$ cat src/rtl/mtm_alu_deserializer_if.sv
// rtl/mtm_alu_deserializer_if.sv - operand/opcode/error bundle handshake toward the ALU core
interface mtm_alu_deserializer_if;
  logic [31:0] out_a;
  logic [31:0] out_b;
  logic [2:0]  out_op;
  logic [2:0]  out_err;
  logic        out_valid;
  logic        out_ready;

  modport master (
    output out_a, out_b, out_op, out_err, out_valid,
    input  out_ready
  );

  modport slave (
    input  out_a, out_b, out_op, out_err, out_valid,
    output out_ready
  );
endinterface

$ cat src/rtl/mtm_alu_deserializer.sv
// rtl/mtm_alu_deserializer.sv - serial packet deframer, CRC/count/opcode checker for the mtm_Alu
module mtm_alu_deserializer #(
  parameter int DATA_BYTES = 8,
  parameter int CRC_W      = 4
) (
  input  logic clk,
  input  logic rst_n,
  input  logic sin,
  output logic overrun,
  mtm_alu_deserializer_if.master bus
);

  typedef enum logic [2:0] {
    IDLE_WAIT,
    IDLE,
    TYPE,
    PAYLOAD,
    STOP
  } state_t;

  state_t           state;
  state_t           state_nxt;
  logic [2:0]       bit_cnt;
  logic             is_cmd;
  logic [7:0]       payload;
  logic [63:0]      data_sr;
  logic [3:0]       byte_cnt;
  logic [CRC_W-1:0] crc;
  logic             bad_seq;

  logic             data_done;
  logic             cmd_done;
  logic [2:0]       cmd_op;
  logic [CRC_W-1:0] crc_exp;
  logic             err_data;
  logic             err_crc;
  logic             err_op;

  // One step of the x^4+x+1 serial LFSR
  function automatic logic [CRC_W-1:0] crc_step(input logic [CRC_W-1:0] c, input logic d);
    logic fb;
    fb = c[3] ^ d;
    return {c[2], c[1], c[0] ^ fb, fb};
  endfunction

  always_comb begin
    state_nxt = state;
    case (state)
      IDLE_WAIT: if (sin) state_nxt = IDLE;
      IDLE:      if (!sin) state_nxt = TYPE;
      TYPE:      state_nxt = PAYLOAD;
      PAYLOAD:   if (bit_cnt == 3'd7) state_nxt = STOP;
      STOP:      state_nxt = sin ? IDLE : IDLE_WAIT;
      default:   state_nxt = IDLE_WAIT;
    endcase
  end

  // Command evaluation: the CRC stream is closed with a constant 1 and the opcode
  always_comb begin
    data_done = (state == STOP) && sin && !is_cmd;
    cmd_done  = (state == STOP) && sin && is_cmd;
    cmd_op    = payload[6:4];
    crc_exp   = crc_step(crc_step(crc_step(crc_step(crc, 1'b1), cmd_op[2]), cmd_op[1]), cmd_op[0]);
    err_data  = bad_seq || (byte_cnt != 4'(DATA_BYTES));
    err_crc   = !err_data && (crc_exp != payload[CRC_W-1:0]);
    err_op    = !err_data && !err_crc && !(cmd_op inside {3'b000, 3'b001, 3'b100, 3'b101});
  end

  always_ff @(posedge clk) begin
    if (!rst_n) begin
      state         <= IDLE_WAIT;
      bit_cnt       <= '0;
      is_cmd        <= 1'b0;
      payload       <= '0;
      data_sr       <= '0;
      byte_cnt      <= '0;
      crc           <= '0;
      bad_seq       <= 1'b0;
      bus.out_a     <= '0;
      bus.out_b     <= '0;
      bus.out_op    <= '0;
      bus.out_err   <= '0;
      bus.out_valid <= 1'b0;
      overrun       <= 1'b0;
    end else begin
      state <= state_nxt;

      if (state == TYPE) begin
        is_cmd  <= sin;
        bit_cnt <= '0;
      end

      if (state == PAYLOAD) begin
        payload <= {payload[6:0], sin};
        bit_cnt <= bit_cnt + 3'd1;
        if (!is_cmd && (byte_cnt < 4'(DATA_BYTES))) begin
          crc <= crc_step(crc, sin);
        end
      end

      if ((state == STOP) && !sin) begin
        bad_seq <= 1'b1;
      end

      if (data_done) begin
        data_sr <= {data_sr[55:0], payload};
        if (byte_cnt != 4'd15) begin
          byte_cnt <= byte_cnt + 4'd1;
        end
      end

      if (bus.out_valid && bus.out_ready) begin
        bus.out_valid <= 1'b0;
      end

      // Reception state always restarts; the bundle only loads if the output slot is free
      if (cmd_done) begin
        byte_cnt <= '0;
        crc      <= '0;
        bad_seq  <= 1'b0;
        if (!bus.out_valid || bus.out_ready) begin
          bus.out_b     <= data_sr[63:32];
          bus.out_a     <= data_sr[31:0];
          bus.out_op    <= cmd_op;
          bus.out_err   <= {err_data, err_crc, err_op};
          bus.out_valid <= 1'b1;
        end else begin
          overrun <= 1'b1;
        end
      end
    end
  end

endmodule

$ cat src/flat_wrapper.sv
// flat-port wrapper written by rule: the top's interface ports become plain ports
module mtm_alu_deserializer_flat 
#(
  parameter int DATA_BYTES = 8,
  parameter int CRC_W      = 4
)
  (clk, rst_n, sin, overrun, bus_out_a, bus_out_b, bus_out_op, bus_out_err, bus_out_valid, bus_out_ready);
  mtm_alu_deserializer_if bus_i ();
  input  logic clk;
  input  logic rst_n;
  input  logic sin;
  output logic overrun;
  output wire logic [$bits(bus_i.out_a)-1:0] bus_out_a;
  output wire logic [$bits(bus_i.out_b)-1:0] bus_out_b;
  output wire logic [$bits(bus_i.out_op)-1:0] bus_out_op;
  output wire logic [$bits(bus_i.out_err)-1:0] bus_out_err;
  output wire logic [$bits(bus_i.out_valid)-1:0] bus_out_valid;
  input wire logic [$bits(bus_i.out_ready)-1:0] bus_out_ready;
  assign bus_out_a = bus_i.out_a;
  assign bus_out_b = bus_i.out_b;
  assign bus_out_op = bus_i.out_op;
  assign bus_out_err = bus_i.out_err;
  assign bus_out_valid = bus_i.out_valid;
  assign bus_i.out_ready = bus_out_ready;
  mtm_alu_deserializer #(.DATA_BYTES(DATA_BYTES), .CRC_W(CRC_W)) u_core (.clk(clk), .rst_n(rst_n), .sin(sin), .overrun(overrun), .bus(bus_i));
endmodule
$ cat config.mk
export PLATFORM = sky130hd
export DESIGN_NAME = mtm_alu_deserializer_flat
export DESIGN_NICKNAME = d
export VERILOG_FILES = /design/src/rtl/mtm_alu_deserializer_if.sv /design/src/rtl/mtm_alu_deserializer.sv /design/src/flat_wrapper.sv
export SDC_FILE = /design/constraint.sdc
export NUM_CORES = 1
export LEC_CHECK = 0
export CAP_MARGIN = 20
export CORE_MARGIN = 2
export CORE_UTILIZATION = 59
export DETAILED_ROUTE_END_ITERATION = 8
export GPL_ROUTABILITY_DRIVEN = 0
export GPL_TIMING_DRIVEN = 0
export PLACE_DENSITY = 0.94
export SLEW_MARGIN = 20
export SYNTH_ARGS = -nofsm -noshare
export SYNTH_HDL_FRONTEND = slang
export SYNTH_SLANG_ARGS = --single-unit
$ cat constraint.sdc
create_clock -name clk -period 2.4 [get_ports clk]
set_clock_uncertainty 0.15 [all_clocks]
set_input_delay 0.48 -clock clk [delete_from_list [all_inputs] [get_ports clk]]
set_output_delay 0.48 -clock clk [all_outputs]
set_load 0.05 [all_outputs]
Word-level counts from Yosys, hierarchy flattened. Cells that the tools add are included. Widths: inputs -> output; s select.

Word-level logic and storage cells: 80. Bits in registers: 160. Output and inout bits: 72. Input bits: 4.

Mux-type cells: 10. Reductions and logical operators: 27. Eq/ne operators: 14. Bitwise gates (word level): 12. Magnitude comparators: 1. Add/subtract/negate cells: 2.

Operators by type and width (number): $mux 3 (5); $pmux 3 s5 (1); $eq 3x3->1 const B (4); $logic_and 1x1->1 (9); $xor 1x1->1 (9); $ne 4x4->1 const B (2); $reduce_and 2->1 (4); $eq 3x1->1 const B (2); $eq 3x2->1 const B (2); $logic_not 1->1 (6); $logic_not 3->1 (2); $add 4x1->4 const B (1); $lt 4x4->1 const B (1); $mux 1 (4); $ne 2x2->1 const B (2); $ne 4x4->1 (1); $reduce_bool 4->1 (1); $add 3x1->3 const B (1); $not 1->1 (3); $reduce_and 3->1 (1); $logic_or 1x1->1 (2); $ne 2x1->1 const B (1); $reduce_bool 2->1 (1); $reduce_or 2->1 (1).

Logic depth before layout (Yosys ltp).
Depth in word-level cells: 9. Depth in mapped cells: 7. Mapped depth without buffers: 5.

Worst setup path before layout. No wires, ideal clock.

Path type: reg2reg. Start point: register u_core.bus.out_valid. End point: register u_core.bus.out_err[1]. Cell stages (with the launch flop): 6. Clock period less this slack: 1777 ps. Setup slack: 623 ps. Path buffers: 1. Data required time: 2133 ps. Setup time: 117 ps. Data arrival time: 1510 ps. Cells stage by stage: dfxtp_1 -> nand2b_1 -> and3_1 -> buf_4 -> and3_1 -> a32o_1.

Cells in the longest elaborated chain, start to end: 3.

Ends and longest elaborated chain: start: declaration (RTL line mtm_alu_deserializer_if.sv:11) `output out_a, out_b, out_op, out_err, out_valid,`; start signal: assignment (RTL line mtm_alu_deserializer.sv:83) `bus.out_valid <= 1'b0;`; start signal: assignment (RTL line mtm_alu_deserializer.sv:113) `bus.out_valid <= 1'b0;`; start signal: assignment (RTL line mtm_alu_deserializer.sv:126) `bus.out_valid <= 1'b1;`; $logic_not 1->1 (RTL line mtm_alu_deserializer.sv:121) `if (!bus.out_valid || bus.out_ready) begin`; $logic_or 1x1->1 (RTL line mtm_alu_deserializer.sv:121); $reduce_and 2->1 (no source line); end signal: assignment (RTL line mtm_alu_deserializer.sv:125) `bus.out_err <= {err_data, err_crc, err_op};`; end: declaration (RTL line mtm_alu_deserializer_if.sv:11).

No other way between the ends. A chain may end at the register's enable or synchronous reset.

Worst setup path in the final report.
Start point: register u_core.bus.out_b[30]. End point: output port bus_out_b[30].

RTL lines: start: declaration (RTL line mtm_alu_deserializer_if.sv:11); start signal: assignment (RTL line mtm_alu_deserializer.sv:122) `bus.out_b <= data_sr[63:32];`; end: declaration (RTL line flat_wrapper.sv:14) `output wire logic [$bits(bus_i.out_b)-1:0] bus_out_b;`.

No word-level cell between the ends.

==> reports/summary.txt <==
DR WL/cell: 15.73 µm
Met3 WL: 785 µm
Core footprint: 0.01028 mm²
Routed length on met2: 7670 µm
EDFF count, synth: 0
Worst path arrival time: 1.74 ns
Slowest CP cell: clkdlybuf4s50_1
Final Hold Violating Endpoints: 0
Power per Cell Area: 727.7 mW/mm²
Worst EP required: 1.77 ns
Antenna violations before repair: 0
Full die area: 0.01138 mm²
Slew Limit Fails: 0
Synth top area share: 51.49%
Status: completed
Worst-skew pair later-pin latency: 0.53 ns
Crit-path leading delay family: buffers and inverters
Sink Count: 160
PnR worst setup slack: 0.03370 ns
Die Y: 106.7 µm
Overall Power: 5.650 mW
Hold Crit Class: reg -> reg
Post-synth ARST share: 0%
FP Rows: 37
Synth Area in Compound Gates: 17.86%
DRT Pass-1 Iters: 7
Num CTS Buffers: 17
Maximum clock insertion buffer count: 2
Placed cell areas: 0.007132 mm²
Top_reg_cell synth: dfxtp_1
Maximum VDD drop: 506.0 µV
Net Sw Power: 1.103 mW
Die W: 106.7 µm
Syn_area_per_cell: 8.737 µm²
Main combinational cell family by area after synthesis: simple AND/OR/NAND/NOR gates
CP Max Fanout: 2
Number of global-route vias before repair: 5,247
DP HPWL: 9929 µm
Top cell type by total area after synthesis: dfxtp_1
Area Overhead vs Synth: 24.82%
Initial DRC count: 400
Post-DRT Antenna Nets: 0
Max Freq: 0.4226 GHz
Slowest cell delay on critical path: 0.82 ns
Final setup fails: 0
Final Cycle Share: 98.60%
Min Clock Period, post-route: 2.366 ns
First-pass GRT wire length: 24,840 µm
Kind of critical path: reg -> out
Pint: 4.548 mW
CTS tree: done
Leak: 2.687 nW
Fin util: 75.55%
DRC: 0
Post-Synthesis Cells: 712
Metal-1 WL: 6009 µm
Mapped Area: 0.006221 mm²
I/O Buffers: 74
NumNets Final: 813
Simple logic cell fraction of the synthesized area: 21.04%
Yosys cell types: 42
Top layer in use: met4
Syn Nets: 720
Max cap viols: 0
Vias/cell: 5.478
Antenna cells: 0
CP Cell Sequence: clkdlybuf4s50_1
Synthesis Warnings: 0
Seq/Total Area, Yosys: 51.49%
Area contributors post-synth: dfxtp_1 (51%), nand2_1 (16%), a21boi_0 (14%)
Ports: 76
Switching Share: 19.51%
CTS Root Cell: clkbuf_8
Clock H-tree levels: 4
Slew @ Worst Pin: 0.6662 ns
Fin area: 0.007765 mm²
Clock power frac: 50.9%
Post-Synth XOR/XNOR Area: 1.911%
Ratio of cells with drive above 1 in the final layout: 6.863%
Combinational share of power: 2.0%
Via count: 5,215
Critical path launch point type: flop
Initial cell density of the core: 60.53%
FF+latch count, synth: 160
RSZ-0062 raised after global routing: no
Largest net degree at the start of global routing: 17
GR Overflow Total: 0
Flop pwr share: 47.1%
Place WS: -0.2187 ns
Clock transition at path regs: 0.06 ns
Crit path buffers/inverters: 1
Slew margin rel.: 55.58%
Drt total wl: 14,970 µm
Total GRT Usage: 27.48%
Mux contribution to synthesized area: 2.092%
Synth Area in Adders: 0.8045%
Critical Path Sink Type: primary output
==> registers in the layout (all words and copies together) (netlist names) <==
register	cells
u_core.data_sr	64
u_core.bus.out_a	32
u_core.bus.out_b	32
u_core.payload	8
u_core.byte_cnt	4
u_core.crc	4
u_core.bit_cnt	3
u_core.bus.out_err	3
u_core.bus.out_op	3
u_core.state	3
u_core.bad_seq	1
u_core.bus.out_valid	1
u_core.is_cmd	1
u_core.overrun	1
==> path summary, 6_finish.rpt <==
check / end / from / slack (ns) / cells after the start
worst max-delay path: bus_out_b[30] / u_core.bus.out_b[30]$_SDFFE_PN0P_ / 0.03 / 1
worst min register to register: u_core.bus.out_b[31]$_SDFFE_PN0P_ / u_core.data_sr[63]$_SDFFE_PN0P_ / 0.30 / 2
worst min-delay path: u_core.bus.out_b[31]$_SDFFE_PN0P_ / u_core.data_sr[63]$_SDFFE_PN0P_ / 0.30 / 2
worst max register to register: u_core.data_sr[57]$_SDFFE_PN0P_ / u_core.state[1]$_SDFFE_PN0P_ / 0.39 / 7
==> placed cells by master, fill, tap and decap left out, types with 2 or more instances in the layout <==
cell type / count
nor2b_1: 11
a21oi_1: 4
buf_6: 9
nor2_1: 12
inv_1: 4
nand2_1: 271
buf_4: 2
nor4b_1: 2
clkbuf_8: 3
mux2i_1: 13
ha_1: 4
clkbuf_16: 16
bufinv_16: 5
clkbuf_1: 27
nor3_1: 2
and3_1: 4
nor3b_1: 2
nand3_1: 4
xnor2_1: 9
nand2b_1: 3
a21boi_0: 118
clkdlybuf4s50_1: 73
a21boi_1: 17
clkinvlp_4: 4
dfxtp_1: 160
xor2_1: 2
buf_2: 13
==> synthesized netlist by cell type, types with 3 or more instances <==
cell      instances
nand2b_1          3
nor2_1           12
mux2i_1          13
nand2_1         271
nand3_1           4
and3_1            4
xnor2_1           9
dfxtp_1         160
a21boi_0        118
clkbuf_1         26
nor2b_1          11
a21oi_1           4
ha_1              4
a21boi_1         17
inv_1             4
buf_6             9
buf_2            13
==> per-layer routing <==
layer / vias to the layer above / GRT usage, %
li1: 2511 / -
met3: 50 / 6.383
met1: 2491 / 31.37
met5: - / 0
met4: 0 / 12.34
met2: 163 / 48.77
==> layout make-up <==
type / instances / area, µm²
flip-flops and latches: 160 / 3203
plain buffers: 51 / 284.0
inverters: 4 / 15.01
clock inverters: 10 / 185.2
multi-input cells: 497 / 2719
clock buffers: 20 / 445.4
fillers: 664 / 2512
well taps: 136 / 170.2
repair buffers: 74 / 743.2
==> metrics by stage <==
step,setup TNS [ns],instances,hold slack (ns)
after floorplan,0,712,0.2810
after global placement,-1.851,922,0.2860
after detailed placement,-8.866,922,0.2951
after CTS,0,952,0.3040
after global routing,0,952,0.3232
final,0,952,0.3009
==> cells by family after synthesis <==
kind of cell,Yosys count
AO/OA/AOI/OAI,149
XOR/XNOR,12
adder cells (fa/ha/maj),4
buffers and inverters,55
flip-flops,160
multiplexers,13
AND/OR/NAND/NOR,319
==> power groups by stage <==
| stage | clock [mW] | combinational [mW] | sequential (mW) |
|---|---|---|---|
| after floorplan | 0 | 0.0811 | 2.72 |
| after global placement | 0 | 0.105 | 2.72 |
| after detailed placement | 0 | 0.108 | 2.72 |
| after CTS | 2.88 | 0.111 | 2.66 |
| after global routing | 2.99 | 0.119 | 2.66 |
| final | 2.87 | 0.112 | 2.66 |
==> what timing repair did <==
action	in CTS	in global routing
hold buffers	0	0
gates resized for setup	0	1
endpoints found under the setup margin	0	1
setup buffers	0	0
(Power assumes the default switching activity.)
